`src/rtl/pipe_hazard_ctrl.sv`:
```
// Pipeline hazard controller for the 5-stage RV32 core (IF, ID, EX, MEM, WB).
// Detects memory-wait, taken-branch, load-use and RAW conditions and drives per-stage
// hold/bubble vectors plus ID-stage operand forwarding selects.
// Optional feature: define PIPE_HAZARD_CTRL_PERF_EN to build the performance counters;
// otherwise cyc_cnt_o, stall_cnt_o and flush_cnt_o are tied to zero.
module pipe_hazard_ctrl #(
  parameter int unsigned REG_AW      = 5,
  parameter int unsigned FWD_EN      = 1,
  parameter int unsigned MEM_TIMEOUT = 255,
  parameter int unsigned CNT_W       = 32
) (
  input  logic              clk,
  input  logic              rst_n,
  input  logic [REG_AW-1:0] id_rs1_i,
  input  logic [REG_AW-1:0] id_rs2_i,
  input  logic              id_rs1_use_i,
  input  logic              id_rs2_use_i,
  input  logic [REG_AW-1:0] ex_rd_i,
  input  logic [REG_AW-1:0] mem_rd_i,
  input  logic [REG_AW-1:0] wb_rd_i,
  input  logic              ex_we_i,
  input  logic              mem_we_i,
  input  logic              wb_we_i,
  input  logic              ex_load_i,
  input  logic              mem_op_i,
  input  logic              mem_ready_i,
  input  logic              branch_taken_i,
  output logic [4:0]        hold_o,
  output logic [4:0]        bubble_o,
  output logic [1:0]        fwd_rs1_sel_o,
  output logic [1:0]        fwd_rs2_sel_o,
  output logic              mem_err_o,
  output logic [CNT_W-1:0]  cyc_cnt_o,
  output logic [CNT_W-1:0]  stall_cnt_o,
  output logic [CNT_W-1:0]  flush_cnt_o
);

  localparam int unsigned WaitW = 16;
  localparam logic [WaitW-1:0] TimeoutVal = WaitW'(MEM_TIMEOUT);

  typedef enum logic [0:0] {StRun, StMemWait} state_e;

  state_e           state_q, state_d;
  logic [WaitW-1:0] wait_cnt_q, wait_cnt_d;
  logic             mem_err_q, mem_err_d;

  logic mem_busy, timeout_hit, mem_stall, raw_stall;
  logic haz_ex1, haz_mem1, haz_wb1, haz_ex2, haz_mem2, haz_wb2;

  function automatic logic hazard(input logic              rd_use,
                                  input logic [REG_AW-1:0] rs,
                                  input logic [REG_AW-1:0] rd,
                                  input logic              we);
    return rd_use && we && (rd != '0) && (rd == rs);
  endfunction

  // Youngest producer wins; a load in EX has no result yet, so it cannot forward.
  function automatic logic [1:0] pick_src(input logic h_ex, input logic h_mem,
                                          input logic h_wb, input logic ex_is_load);
    if (h_ex && !ex_is_load) return 2'b01;
    if (h_mem)               return 2'b10;
    if (h_wb)                return 2'b11;
    return 2'b00;
  endfunction

  // Hazard terms and stall qualifiers.
  always_comb begin
    haz_ex1  = hazard(id_rs1_use_i, id_rs1_i, ex_rd_i, ex_we_i);
    haz_mem1 = hazard(id_rs1_use_i, id_rs1_i, mem_rd_i, mem_we_i);
    haz_wb1  = hazard(id_rs1_use_i, id_rs1_i, wb_rd_i, wb_we_i);
    haz_ex2  = hazard(id_rs2_use_i, id_rs2_i, ex_rd_i, ex_we_i);
    haz_mem2 = hazard(id_rs2_use_i, id_rs2_i, mem_rd_i, mem_we_i);
    haz_wb2  = hazard(id_rs2_use_i, id_rs2_i, wb_rd_i, wb_we_i);
    mem_busy    = mem_op_i && !mem_ready_i;
    // A wait that has lasted MEM_TIMEOUT cycles is released for one cycle.
    timeout_hit = (state_q == StMemWait) && (wait_cnt_q >= TimeoutVal);
    mem_stall   = mem_busy && !timeout_hit;
    if (FWD_EN != 0) begin
      raw_stall = ex_load_i && (haz_ex1 || haz_ex2);
    end else begin
      raw_stall = haz_ex1 || haz_mem1 || haz_wb1 || haz_ex2 || haz_mem2 || haz_wb2;
    end
  end

  // Prioritised hold/bubble and forwarding selects.
  always_comb begin
    hold_o        = 5'b00000;
    bubble_o      = 5'b00000;
    fwd_rs1_sel_o = 2'b00;
    fwd_rs2_sel_o = 2'b00;
    if (!rst_n) begin
      bubble_o = 5'b00110;
    end else begin
      if (mem_stall) begin
        hold_o   = 5'b01111;
        bubble_o = 5'b10000;
      end else if (branch_taken_i) begin
        bubble_o = 5'b00110;
      end else if (raw_stall) begin
        hold_o   = 5'b00011;
        bubble_o = 5'b00100;
      end
      if (FWD_EN != 0) begin
        fwd_rs1_sel_o = pick_src(haz_ex1, haz_mem1, haz_wb1, ex_load_i);
        fwd_rs2_sel_o = pick_src(haz_ex2, haz_mem2, haz_wb2, ex_load_i);
      end
    end
  end

  // Memory-wait FSM next state; the counter counts every stalled cycle of one wait.
  always_comb begin
    state_d    = state_q;
    wait_cnt_d = wait_cnt_q;
    mem_err_d  = mem_err_q;
    unique case (state_q)
      StRun: begin
        if (mem_busy) begin
          state_d    = StMemWait;
          wait_cnt_d = WaitW'(1);
        end else begin
          wait_cnt_d = '0;
        end
      end
      StMemWait: begin
        if (!mem_busy) begin
          state_d    = StRun;
          wait_cnt_d = '0;
        end else if (timeout_hit) begin
          state_d    = StRun;
          wait_cnt_d = '0;
          mem_err_d  = 1'b1;
        end else if (wait_cnt_q < TimeoutVal) begin
          wait_cnt_d = wait_cnt_q + WaitW'(1);
        end
      end
      default: begin
        state_d    = StRun;
        wait_cnt_d = '0;
      end
    endcase
  end

  // FSM, wait counter and sticky error registers.
  always_ff @(posedge clk) begin
    if (!rst_n) begin
      state_q    <= StRun;
      wait_cnt_q <= '0;
      mem_err_q  <= 1'b0;
    end else begin
      state_q    <= state_d;
      wait_cnt_q <= wait_cnt_d;
      mem_err_q  <= mem_err_d;
    end
  end

  assign mem_err_o = mem_err_q;

`ifdef PIPE_HAZARD_CTRL_PERF_EN
  logic             branch_flush;
  logic [CNT_W-1:0] cyc_q, stall_q, flush_q;

  assign branch_flush = rst_n && !mem_stall && branch_taken_i;

  // Free-running performance counters, wrapping at 2^CNT_W.
  always_ff @(posedge clk) begin
    if (!rst_n) begin
      cyc_q   <= '0;
      stall_q <= '0;
      flush_q <= '0;
    end else begin
      cyc_q <= cyc_q + CNT_W'(1);
      if (hold_o[0])    stall_q <= stall_q + CNT_W'(1);
      if (branch_flush) flush_q <= flush_q + CNT_W'(1);
    end
  end

  assign cyc_cnt_o   = cyc_q;
  assign stall_cnt_o = stall_q;
  assign flush_cnt_o = flush_q;
`else
  assign cyc_cnt_o   = '0;
  assign stall_cnt_o = '0;
  assign flush_cnt_o = '0;
`endif

endmodule

```
`config.mk`:
```
export PLATFORM = sky130hd
export DESIGN_NAME = pipe_hazard_ctrl
export DESIGN_NICKNAME = d
export VERILOG_FILES = /design/src/rtl/pipe_hazard_ctrl.sv
export SDC_FILE = /design/constraint.sdc
export NUM_CORES = 1
export LEC_CHECK = 0
export BUFFER_PORTS_ARGS = -buffer_cell sky130_fd_sc_hd__buf_2
export CAP_MARGIN = 20
export CORE_UTILIZATION = 35
export CTS_CLUSTER_DIAMETER = 200
export DETAILED_ROUTE_END_ITERATION = 10
export PLACE_DENSITY_LB_ADDON = 0.15
export SYNTH_ARGS = -nofsm -noshare
export SYNTH_HDL_FRONTEND = slang
export SYNTH_SLANG_ARGS = --single-unit
```
`constraint.sdc`:
```
create_clock -name clk -period 1.9 [get_ports clk]
set_input_delay 0.19 -clock clk [delete_from_list [all_inputs] [get_ports clk]]
set_output_delay 0.19 -clock clk [all_outputs]
set_load 0.01 [all_outputs]
```
Yosys cells after proc, flatten, opt, wreduce, memory -nomap -nowiden
Index checks and enable logic that the tools add are counted.
Word-level totals
  register bits after elaboration: 18
  bits in latches: 0
  bits in writable memories: 0
  memory bits (read-only): 0
  bits of input ports: 36
  output and inout port bits: 111
  memories kept: 0
Cells by class
  add/subtract/negate cells: 1
  multipliers: 0
  div/mod/pow operators: 0
  order comparisons: 2
  equal/unequal tests: 7
  shifts and indexed selects: 0
  multiplexer cells: 49
  bitwise gates (word level): 1
  reductions and logical operators: 32
Operators by type and width (count)
  $mux 16: 3
  $mux 2: 16
  $pmux 16 s2: 1
  $eq 5x5->1: 6
  $logic_and 1x1->1: 24
  $mux 1: 22
  $add 16x1->16 const B: 1
  $ge 16x8->1 const B: 1
  $lt 16x8->1 const B: 1
  $mux 5: 3
  $reduce_bool 5->1: 3
  $mux 3: 2
  $mux 4: 1
  $ne 4x2->1 const B: 1
  $logic_not 1->1: 3
  $reduce_and 3->1: 1
  $pmux 1 s2: 1
  $logic_or 1x1->1: 1
  $not 1->1: 1

Logic depth before layout (Yosys ltp)
  depth after elaboration: 15
  depth in mapped cells: 7
  gate-level depth less buffers: 6

Least setup slack after synthesis
OpenSTA, ideal clock, no wires.
  path kind: flip-flop to output port
  start point: reg wait_cnt_q[0]
  end point: out hold_o[1]
  arrival time: 1661 ps
  required time: 1710 ps
  path slack: 49 ps
  stages on the path, launching flop included: 8
  path buffers: 1
  cell sequence: dfxtp_1 > ha_1 > and4_1 > nand4_1 > nand3_1 > a21boi_2 > o21bai_1 > buf_4
Between the ends
  word-level cells in the longest chain between the ends: 6
Ends and longest elaborated chain
  start: declaration: RTL line 44  | logic [WaitW-1:0] wait_cnt_q, wait_cnt_d;
  start signal: assignment: RTL line 151  | wait_cnt_q <= wait_cnt_d;
  $ge 16x8->1: RTL line 76  | timeout_hit = (state_q == StMemWait) && (wait_cnt_q >= TimeoutVal);
  $logic_and 1x1->1: RTL line 76
  $logic_not 1->1: RTL line 77  | mem_stall = mem_busy && !timeout_hit;
  $logic_and 1x1->1: RTL line 77
  $mux 4: RTL line 94  | if (mem_stall) begin
  $mux 5: RTL line 91  | if (!rst_n) begin
  end: declaration: RTL line 28  | output logic [4:0] hold_o,
Every way passes these cells.

Final worst setup path
  start point: reg wait_cnt_q[0]
  end point: out bubble_o[4]
Between the ends
  word-level cells in the longest chain between the ends: 6
Ends and longest elaborated chain
  $ge 16x8->1: RTL line 76
  $logic_and 1x1->1: RTL line 76
  $logic_not 1->1: RTL line 77
  $logic_and 1x1->1: RTL line 77
  $mux 5: RTL line 94
  $mux 5: RTL line 91
  end: declaration: RTL line 29  | output logic [4:0] bubble_o,
Every way passes these cells.

==> flow_metrics.env <==
export IMPL_placedCellCount=349
export IMPL_required_ns=1.71
export IMPL_dp_final_hpwl_um=2740
export IMPL_seqPwrFrac=0.431
export IMPL_p_int_w=0.000621
export IMPL_yosysUniqueCellTypes=32
export IMPL_yosysMostFrequentCell="buf_4"
export IMPL_grt_pass1_wl_um=4700
export IMPL_worst_setup_path_type="flop to output port"
export IMPL_coreArea_um2=5110
export IMPL_cp_num_buf_inv=2
export IMPL_clockBufferDepth=2
export IMPL_first_iter_violations=42
export IMPL_path_clk_slew_ns=0.06
export IMPL_drv_slew=0
export IMPL_cts_sinks=18
export IMPL_max_cap_violations=0
export IMPL_postCtsHoldBufs=0
export IMPL_whs_ns=0.291
export IMPL_drt_vias_per_instance=3.63
export IMPL_wl_per_cell_um=8.87
export IMPL_clockPowerShare=0.277
export IMPL_async_reset_ff_frac=0
export IMPL_leakage_nw=0.911
export IMPL_peakVddDrop_mv=0.200
export IMPL_drc=0
export IMPL_place_gp_congestion=0.862
export IMPL_cts_inserted_buffers=3
export IMPL_die_height_um=74.7
export IMPL_drt_antenna_violating_nets=0
export IMPL_die_area_um2=5590
export IMPL_synth_seq_cells=18
export IMPL_area_delta_synth_final_pct=2.50
export IMPL_first_pass_iters=3
export IMPL_swShare=0.322
export IMPL_crit_slowest_cell="dfxtp_2"
export IMPL_layout_drive_gt1_share=0.216
export IMPL_crit_path_max_incr_delay_ns=0.34
export IMPL_root_buffer="clkbuf_8"
export IMPL_min_to="mem_err_o"
export IMPL_cts_tree="done"
export IMPL_fin_crit_sh=0.979
export IMPL_fin_area_um2=1900
export IMPL_rsz0062_at_grt="true"
export IMPL_netlist_top_cells_count="buf_4, xnor2_1, dfxtp_1"
export IMPL_tns_ns=0
export IMPL_synth_edf_count=0
export IMPL_r2r_start="wait_cnt_q[0]"
export IMPL_insertion_delay_ns=0.25
export IMPL_hold_start="rst_n"
export IMPL_hp_class="input port to flop"
export IMPL_comb_power_share=0.292
export IMPL_wirelength_um=3130
export IMPL_postSynthCellCount=228
export IMPL_dieWidth_um=74.7
export IMPL_hold_path_depth=2
export IMPL_setup_viol=0
export IMPL_grt_pass1_vias=1081
export IMPL_power_density_nw_per_um2=482
export IMPL_io_buffers=47
export IMPL_gr_total_overflow=0
export IMPL_cp_end_kind="output port"
export IMPL_period_needed_ns=1.86
export IMPL_htree_levels=1
export IMPL_final_nets=322
export IMPL_grtUsageTotal=0.111
export IMPL_cp_start_kind="flop"
export IMPL_synth_top_area_cell="buf_4"
export IMPL_place_area_um2=1810
export IMPL_status="finished clean"
export IMPL_antenna_found_initial=0
export IMPL_synth_area_top_cells="buf_4, dfxtp_1, xnor2_1"
export IMPL_start_util=0.363
export IMPL_io_pins=147
export IMPL_regToRegSetupSlack_ns=0.28
export IMPL_num_vias=1281
export IMPL_finalHoldViolCount=0
export IMPL_synth_top_area_frac=0.414
export IMPL_row_count=26
export IMPL_crit_arrival_ns=1.67
export IMPL_clock_fmax_mhz=537
export IMPL_worstPathCellList="ha_4 > and4_1 > nand4_1 > nand3_2 > a21boi_4 > buf_4 > buf_2"
export IMPL_fin_skew_ns=0.00362
export IMPL_grt_start_max_net_pins=10
export IMPL_p_switching_w=0.000294
export IMPL_reg2reg_to="wait_cnt_q[3]"
export IMPL_syn_area_um2=1850
export IMPL_antennaDiodeCount=0
export IMPL_synth_ff_type="dfxtp_1"
export IMPL_critPathTopFamily="simple AND/OR/NAND/NOR gates"
export IMPL_ys_seq_area_frac=0.195
export IMPL_reg2reg_depth=7
export IMPL_worst_path_max_fanout=4
export IMPL_finalNonFillerCells=353
export IMPL_synth_warnings=0
export IMPL_avgSynthCellArea_um2=8.12
==> power groups by stage <==
stage          clock [W]  sequential (W)  combinational [W]
2_1_floorplan          0        0.000401           0.000329
3_3_place_gp           0        0.000402           0.000262
3_5_place_dp           0        0.000402           0.000261
4_1_cts         0.000268        0.000394           0.000263
5_1_grt         0.000275        0.000396           0.000306
6_report        0.000254        0.000394           0.000267
==> flip-flops by register name, summed over array words and instances, names as in the netlist <==
name	count
wait_cnt_q	16
mem_err_o	1
state_q	1
==> how the worst max path moves through the flow <==
stage	startpoint	to	slack, ns	cells after the start
finish	wait_cnt_q[0]	bubble_o[4]	0.04	7
global route	wait_cnt_q[0]	hold_o[0]	-0.05	7
CTS	wait_cnt_q[0]	hold_o[0]	0.004	7
detailed placement	wait_cnt_q[0]	hold_o[0]	0.11	7
global placement	wait_cnt_q[0]	hold_o[0]	0.16	7
floorplan	wait_cnt_q[0]	hold_o[1]	0.05	7
==> kinds of logic after synthesis <==
logic type	count (synthesis)	share of synthesized area
xor gates and xnor gates	36	0.170
adders and majority gates	1	0.00676
and+or+nand+nor	55	0.157
AOI/OAI and AO/OA	12	0.0493
other	1	0.00203
DFF	18	0.195
buffers and inverters	105	0.420
==> worst reg2reg max path: stages (launching register included) <==
cell     delay [ns]
dfxtp_2        0.34
ha_4           0.17
and4_1         0.21
nand4_1        0.09
nand3_2        0.11
buf_4          0.18
or2_1          0.33
nor2_1         0.13
==> final cells by class <==
cell class,count,area [µm²]
multi-input cells,211,1150
flip-flops and latches,18,363
fillers,556,3210
clock buffers,3,41.3
well taps,70,87.6
inverters,2,7.51
repair buffers,49,250
==> through the flow <==
| step | total power (W) | setup WS (ns) | util |
|---|---|---|---|
| after floorplan | 0.000730 | 0.0486 | - |
| after global placement | 0.000663 | 0.160 | 0.354 |
| after detailed placement | 0.000663 | 0.112 | 0.354 |
| after CTS | 0.000925 | 0.00447 | 0.369 |
| after global routing | 0.000976 | -0.0483 | 0.372 |
| final | 0.000915 | 0.0393 | 0.372 |
==> layout by cell type, fill, tap and decap left out, drive strengths merged, types with 2 or more instances in the layout <==
cell type,count
conb,107
nand4,7
nor2,14
nand2,9
nor3b,2
inv,2
xor2,4
o21a,2
buf,49
dfxtp,18
or4,3
a21boi,3
xnor2,32
nand3,4
nor4,4
clkbuf,3
nor3,4
nor2b,3
o21ai,4
==> repair_timing <==
action	4_1_cts	5_1_grt
pin swaps	2	0
gates cloned	0	0
endpoints found under the setup margin	7	5
buffers inserted	1	0
resized for setup	6	1
==> per-layer routing <==
metal / wire length (µm) / track usage / vias up
li1: - / - / 640
met1: 1320 / 0.131 / 569
met2: 1540 / 0.196 / 67
met3: 235 / 0.0228 / 5
met4: 34 / 0.0419 / 0
met5: 0 / 0 / -
No activity file was read; power rests on OpenSTA's default activity.
